===== src/rtl/pipe_stage_fifo.sv =====
// Elastic pipeline-stage register: DEPTH-entry circular buffer with valid/ready handshake,
// one-cycle flush, commit-order tag on the head entry and a saturating stall counter.
module pipe_stage_fifo #(
  parameter int WIDTH   = 32,
  parameter int DEPTH   = 2,
  parameter int ORDER_W = 64,
  parameter int STALL_W = 32
) (
  input  logic                       clk,
  input  logic                       rst,
  input  logic                       flush,
  input  logic                       in_valid,
  output logic                       in_ready,
  input  logic [WIDTH-1:0]           in_data,
  output logic                       out_valid,
  input  logic                       out_ready,
  output logic [WIDTH-1:0]           out_data,
  output logic [ORDER_W-1:0]         out_order,
  output logic [$clog2(DEPTH+1)-1:0] count,
  output logic [STALL_W-1:0]         stall_cnt
);

  localparam int CW = $clog2(DEPTH + 1);
  localparam int PW = (DEPTH > 1) ? $clog2(DEPTH) : 1;

  logic [WIDTH-1:0]   mem_reg [DEPTH];
  logic [PW-1:0]      rd_ptr_reg;
  logic [PW-1:0]      wr_ptr_reg;
  logic [CW-1:0]      count_reg;
  logic [ORDER_W-1:0] order_reg;
  logic [STALL_W-1:0] stall_reg;
  logic [WIDTH-1:0]   head_data;
  logic               enq;
  logic               deq;

  function automatic logic [PW-1:0] ptr_inc(input logic [PW-1:0] p);
    return (p == PW'(DEPTH - 1)) ? '0 : p + PW'(1);
  endfunction

  // Ready and valid look only at occupancy and flush, so there is no
  // combinational path from out_ready to in_ready.
  assign in_ready  = (count_reg < CW'(DEPTH)) && !flush;
  assign out_valid = (count_reg != '0) && !flush;
  assign enq       = in_valid && in_ready;
  assign deq       = out_valid && out_ready;

  generate
    if (DEPTH == 1) begin : g_head_single
      assign head_data = mem_reg[0];
    end else begin : g_head_multi
      assign head_data = mem_reg[rd_ptr_reg];
    end
  endgenerate

  assign out_data  = out_valid ? head_data : '0;
  assign out_order = order_reg;
  assign count     = count_reg;
  assign stall_cnt = stall_reg;

  always_ff @(posedge clk or posedge rst) begin
    if (rst) begin
      rd_ptr_reg <= '0;
      wr_ptr_reg <= '0;
      count_reg  <= '0;
    end else if (flush) begin
      rd_ptr_reg <= '0;
      wr_ptr_reg <= '0;
      count_reg  <= '0;
    end else begin
      if (enq) begin
        wr_ptr_reg <= ptr_inc(wr_ptr_reg);
      end
      if (deq) begin
        rd_ptr_reg <= ptr_inc(rd_ptr_reg);
      end
      case ({enq, deq})
        2'b10:   count_reg <= count_reg + CW'(1);
        2'b01:   count_reg <= count_reg - CW'(1);
        default: count_reg <= count_reg;
      endcase
    end
  end

  // Flushed beats never dequeue, so they consume no order number.
  always_ff @(posedge clk or posedge rst) begin
    if (rst) begin
      order_reg <= '0;
    end else if (deq) begin
      order_reg <= order_reg + ORDER_W'(1);
    end
  end

  always_ff @(posedge clk or posedge rst) begin
    if (rst) begin
      stall_reg <= '0;
    end else if (out_valid && !out_ready && (stall_reg != '1)) begin
      stall_reg <= stall_reg + STALL_W'(1);
    end
  end

  genvar gi;
  generate
    for (gi = 0; gi < DEPTH; gi++) begin : g_mem
      always_ff @(posedge clk or posedge rst) begin
        if (rst) begin
          mem_reg[gi] <= '0;
        end else if (enq && (wr_ptr_reg == PW'(gi))) begin
          mem_reg[gi] <= in_data;
        end
      end
    end
  endgenerate

endmodule

===== config.mk =====
export PLATFORM = sky130hd
export DESIGN_NAME = pipe_stage_fifo
export DESIGN_NICKNAME = d
export VERILOG_FILES = /design/src/rtl/pipe_stage_fifo.sv
export SDC_FILE = /design/constraint.sdc
export NUM_CORES = 1
export LEC_CHECK = 0
export CORE_AREA = 3 3 105 157
export DETAILED_ROUTE_END_ITERATION = 10
export DIE_AREA = 0 0 108 160
export GPL_ROUTABILITY_DRIVEN = 0
export HOLD_SLACK_MARGIN = 0.12
export PLACE_DENSITY = 0.77
export SYNTH_ARGS = -nofsm -noshare
export SYNTH_HDL_FRONTEND = slang
export SYNTH_SLANG_ARGS = --single-unit

===== constraint.sdc =====
create_clock -name clk -period 7.2 [get_ports clk]
set_input_delay 1.44 -clock clk [delete_from_list [all_inputs] [get_ports clk]]
set_output_delay 1.44 -clock clk [all_outputs]
set_load 0.01 [all_outputs]

* After elaboration in Yosys (flattened, before gate mapping)
Cells that the tools add are included.
Storage, ports and cells: flip-flop bits (word level) 164, bits of input ports 37, output and inout bits 132
Cells by class: $add $sub $neg 6, $lt $le $gt $ge 2, equality and inequality tests 3, mux-type cells 12, bitwise operators 2, reductions and logical operators 14
Operators with widths (number):
- $mux 32 | 4
- $add 64x1->64 const B | 1
- $add 32x1->32 const B | 1
- $ne 32x32->1 const B | 1
- $logic_and 1x1->1 | 8
- $mux 1 | 6
- $reduce_bool 2->1 | 3
- $pmux 2 s2 | 1
- $reduce_bool 3->1 | 1
- $add 1x1->1 const B | 2
- $add 2x1->2 const B | 1
- $eq 2x1->1 const B | 1
- $eq 2x2->1 const B | 1
- $ge 2x2->1 const B | 1
- $logic_not 1->1 | 2
- $lt 2x2->1 const B | 1
- $mux 2 | 1
- $not 1->2 | 1
- $sub 2x1->2 const B | 1
- $not 1->1 | 1

* Longest topological paths before layout
depth after elaboration 6, gate-level depth with buffers 7, mapped depth without buffers 6

* Worst setup path before layout
Ideal clock, no wire load.
path kind in2out, start in flush, end out out_data[10], arrival 2.034 ns, data required time 5.760 ns, setup slack 3.726 ns, stages on the path 3, cells stage by stage o21bai_4 -> clkbuf_1 -> nor2_1
On the way: word-level cells in the longest chain between the ends 3
Ends and longest elaborated chain:
- start, declared | RTL line 11 | input logic flush,
- $logic_not 1->1 | RTL line 43 | assign out_valid = (count_reg != '0) && !flush;
- $logic_and 1x1->1 | RTL line 43
- $mux 32 | RTL line 55 | assign out_data = out_valid ? head_data : '0;
- end, declared | RTL line 17 | output logic [WIDTH-1:0] out_data,
No other way between the ends.

* Worst setup path in the final report
start in flush, end out out_valid
On the way: word-level cells in the longest chain between the ends 2
Ends and longest elaborated chain:
- $logic_not 1->1 | RTL line 43
- $logic_and 1x1->1 | RTL line 43
- end, declared | RTL line 15 | output logic out_valid,
No other way between the ends.

==> run_summary.xml <==
<?xml version="1.0" encoding="UTF-8"?>
<metrics>
  <group name="detailed_routing">
    <metric name="drcViolationCount" unit="">0</metric>
    <metric name="residual_antenna_violating_net_count_after_detailed_routing" unit="">0</metric>
    <metric name="drt-pass1-iter-count" unit="">4</metric>
    <metric name="routedWlPerCell" unit="um">17.6</metric>
    <metric name="dr.first_iter.drc_count" unit="">230</metric>
    <metric name="viasPerCell" unit="">5.46</metric>
    <metric name="via_count" unit="">5667</metric>
    <metric name="drt-total-wl" unit="um">18300</metric>
  </group>
  <group name="placed_design">
    <metric name="dpl.hpwl" unit="um">13200</metric>
    <metric name="dp_cells" unit="">1007</metric>
    <metric name="port_buffers" unit="">168</metric>
  </group>
  <group name="worst_setup_path">
    <metric name="critical_path_required" unit="ns">5.76</metric>
    <metric name="setup.reg_to_reg.worst_slack" unit="ns">4.37</metric>
    <metric name="cp-end-kind" unit="">output pin</metric>
    <metric name="worstPathArrival" unit="ns">3.18</metric>
    <metric name="setup.worst_path.class" unit="">primary input to output pin</metric>
    <metric name="crit_fanout" unit="">35</metric>
    <metric name="r2r_path_start" unit="">out_order[25]</metric>
    <metric name="startpoint_type" unit="">primary input</metric>
    <metric name="critical_path.reg2reg.endpoint" unit="">out_order[48]</metric>
    <metric name="reg2regPathDepth" unit="">5</metric>
  </group>
  <group name="synth">
    <metric name="dominantRegCellSynth" unit="">dfrtp_1</metric>
    <metric name="avgSynthCellArea" unit="um2">11.5</metric>
    <metric name="yosysSeqAreaShare" unit="%">54.2</metric>
    <metric name="post_synth_instance_area" unit="mm2">0.00757</metric>
    <metric name="postSynth.asyncResetShare" unit="%">100</metric>
    <metric name="post_synth_edffs" unit="">0</metric>
    <metric name="yosysUniqueCellTypes" unit="">41</metric>
    <metric name="syn_inst" unit="">657</metric>
    <metric name="synth_fp_nets" unit="">696</metric>
    <metric name="synth-warning-count" unit="">0</metric>
    <metric name="register_bit_total_from_synthesis" unit="">164</metric>
  </group>
  <group name="grt">
    <metric name="pin_count_of_the_biggest_net_entering_global_routing" unit="">90</metric>
    <metric name="globalRouteTotalUtil" unit="%">22.1</metric>
    <metric name="via_count_of_the_first_global_routing_pass" unit="">6146</metric>
    <metric name="global_route_wire_length_before_repair" unit="um">30600</metric>
    <metric name="antenna_found_initial" unit="">0</metric>
    <metric name="gr-total-overflow" unit="">0</metric>
  </group>
  <group name="die">
    <metric name="placeable_area" unit="mm2">0.0152</metric>
    <metric name="floorplan.die.width" unit="um">108</metric>
    <metric name="initial_core_util" unit="%">49.8</metric>
    <metric name="boundaryPins" unit="">169</metric>
    <metric name="die_height" unit="um">160</metric>
    <metric name="placement_rows" unit="">55</metric>
    <metric name="die_ar" unit="mm2">0.0173</metric>
  </group>
  <group name="sta">
    <metric name="setup-violations-final" unit="">0</metric>
    <metric name="grt_setup_unrepaired" unit="">false</metric>
    <metric name="setup_tns" unit="ns">0</metric>
    <metric name="clock_skew" unit="ns">0.0146</metric>
    <metric name="final_hold_vio_count" unit="">0</metric>
    <metric name="final_min_period_over_clock_period" unit="%">64.2</metric>
    <metric name="relSlewSlack" unit="%">32.6</metric>
    <metric name="worst-slew-pin-transition" unit="ns">1.01</metric>
    <metric name="slew_viol_final" unit="">0</metric>
    <metric name="timing.fmax" unit="MHz">216</metric>
    <metric name="finalCriticalPeriod" unit="ns">4.62</metric>
    <metric name="holdWs" unit="ns">0.482</metric>
  </group>
  <group name="cells_and_area">
    <metric name="fillCellCount" unit="">1203</metric>
    <metric name="drive_gt1_share" unit="%">13.3</metric>
    <metric name="flow.area_growth_from_synthesis" unit="%">32.3</metric>
    <metric name="n_antenna_cell" unit="">0</metric>
    <metric name="fin_util" unit="%">65.9</metric>
    <metric name="final_nets" unit="">866</metric>
    <metric name="final_cell_count_no_fill" unit="">1038</metric>
  </group>
  <group name="status">
    <metric name="status" unit="">completed</metric>
  </group>
  <group name="hold_path">
    <metric name="worst_hold_startpoint" unit="">out_order[63]</metric>
    <metric name="hold_end" unit="">out_order[63]</metric>
    <metric name="hold_depth" unit="">1</metric>
    <metric name="worst_hold_path_type" unit="">register to register</metric>
  </group>
  <group name="clocking">
    <metric name="clock-root-buffer" unit="">clkbuf_16</metric>
    <metric name="clock_latency" unit="ns">0.42</metric>
    <metric name="cts_num_sinks" unit="">164</metric>
    <metric name="clkSlewWorstSetupHoldPaths" unit="ns">0.07</metric>
    <metric name="cts.repair.resized" unit="">0</metric>
    <metric name="tritoncts_clock_tree" unit="">done</metric>
    <metric name="cts_buffer_depth" unit="">2</metric>
    <metric name="cts_hold_repair.buffers" unit="">0</metric>
    <metric name="postCtsSetupRepairBufs" unit="">0</metric>
    <metric name="htree_levels" unit="">4</metric>
    <metric name="cts_made_buffers" unit="">17</metric>
  </group>
  <group name="pwr">
    <metric name="power.static_leakage" unit="nW">4.26</metric>
    <metric name="report.power.total" unit="mW">2.39</metric>
    <metric name="power_per_cell_area" unit="mW/mm2">239</metric>
    <metric name="max-vdd-ir-drop" unit="mV">0.126</metric>
  </group>
  <group name="flow_run">
    <metric name="max-cap-violations" unit="">0</metric>
  </group>
</metrics>
==> worst max-delay path: stages <==
cell	delay, ns
clkdlybuf4s50_1	0.49
o21bai_4	0.44
inv_4	0.21
clkdlybuf4s50_1	0.60
==> power breakdown <==
part	internal, mW	leakage (nW)	switching, mW
Combinational	0.211	1.85	0.143
Clock	0.489	0.277	0.404
Sequential	1.05	2.13	0.0947
Total	1.75	4.26	0.642
==> through the flow <==
stage / instance area, um2 / worst slack [ns]
final: 10000 / 2.58
after global routing: 10000 / 2.48
after CTS: 10000 / 2.56
after detailed placement: 9450 / 2.56
after global placement: 9450 / 2.63
after floorplan: 7570 / 1.33
==> layout make-up <==
cell class                 instances  area (um2)  share of cell area (%)
tap                              199         249                    2.49
clock buffer                      18         429                    4.28
inverter                          10        45.0                   0.450
multi-input combinational        463        3350                    33.4
sequential                       164        4110                    41.0
timing repair buffer             171        1700                    17.0
clock inverter                    13         139                    1.39
==> routing by layer <==
| metal | track usage (%) | share of wire, % | vias up | wire length (um) |
|---|---|---|---|---|
| met5 | 0 | 0 | - | 0 |
| met3 | 5.54 | 6.0 | 21 | 1100 |
| li1 | - | - | 2636 | - |
| met1 | 25.4 | 39 | 2837 | 7090 |
| met4 | 6.89 | 1.6 | 0 | 286 |
| met2 | 39.9 | 54 | 173 | 9790 |
==> layout by cell type (no fill, tap or decap), types with 2 or more instances in the layout <==
master / count
or4_1: 4
o21ai_0: 2
nand2_1: 47
and2_1: 6
inv_8: 2
clkbuf_16: 17
nor3_1: 22
ha_1: 2
and4_1: 6
xnor2_1: 45
nor2b_1: 3
inv_6: 9
nand3b_1: 2
nor2_1: 64
a21oi_1: 4
nand3_1: 31
dfrtp_1: 163
clkdlybuf4s50_1: 168
inv_1: 8
and3_1: 11
nand4_1: 36
or3_1: 2
mux2i_1: 32
mux2_2: 66
nor4_1: 12
xor2_1: 51
buf_4: 3
==> synth_stat cells (11+ instances only) <==
master    instances  share of area, %
dfrtp_1         164                54
mux2_2           66               9.8
nor2_1           65               3.2
xor2_1           51               5.9
nand2_1          47               2.3
xnor2_1          45               5.2
nand4_1          36               3.0
mux2i_1          32               4.2
nand3_1          31               2.0
nor3_1           22               1.5
clkbuf_1         15              0.74
nor4_1           12              0.99
and3_1           11              0.91
==> worst max path at each step <==
stage | to | slack (ns) | from
after floorplan | count[0] | 1.33 | rst
after global placement | out_valid | 2.63 | flush
after detailed placement | out_valid | 2.56 | flush
after CTS | out_valid | 2.56 | flush
after global routing | out_data[10] | 2.48 | flush
final | out_valid | 2.58 | flush
==> logic make-up (layout without fill, tap and decap cells) <==
family | Yosys count | after routing | synth area share (%)
XOR/XNOR | 96 | 96 | 11.1
flip-flops | 164 | 164 | 54.2
AO/OA/AOI/OAI | 11 | 11 | 1.07
multiplexers | 98 | 98 | 14.0
AND/OR/NAND/NOR | 256 | 256 | 17.6
adder cells (fa/ha/maj) | 2 | 2 | 0.330
buffers and inverters | 30 | 212 | 1.64
Power figures use the tool's default switching activity.
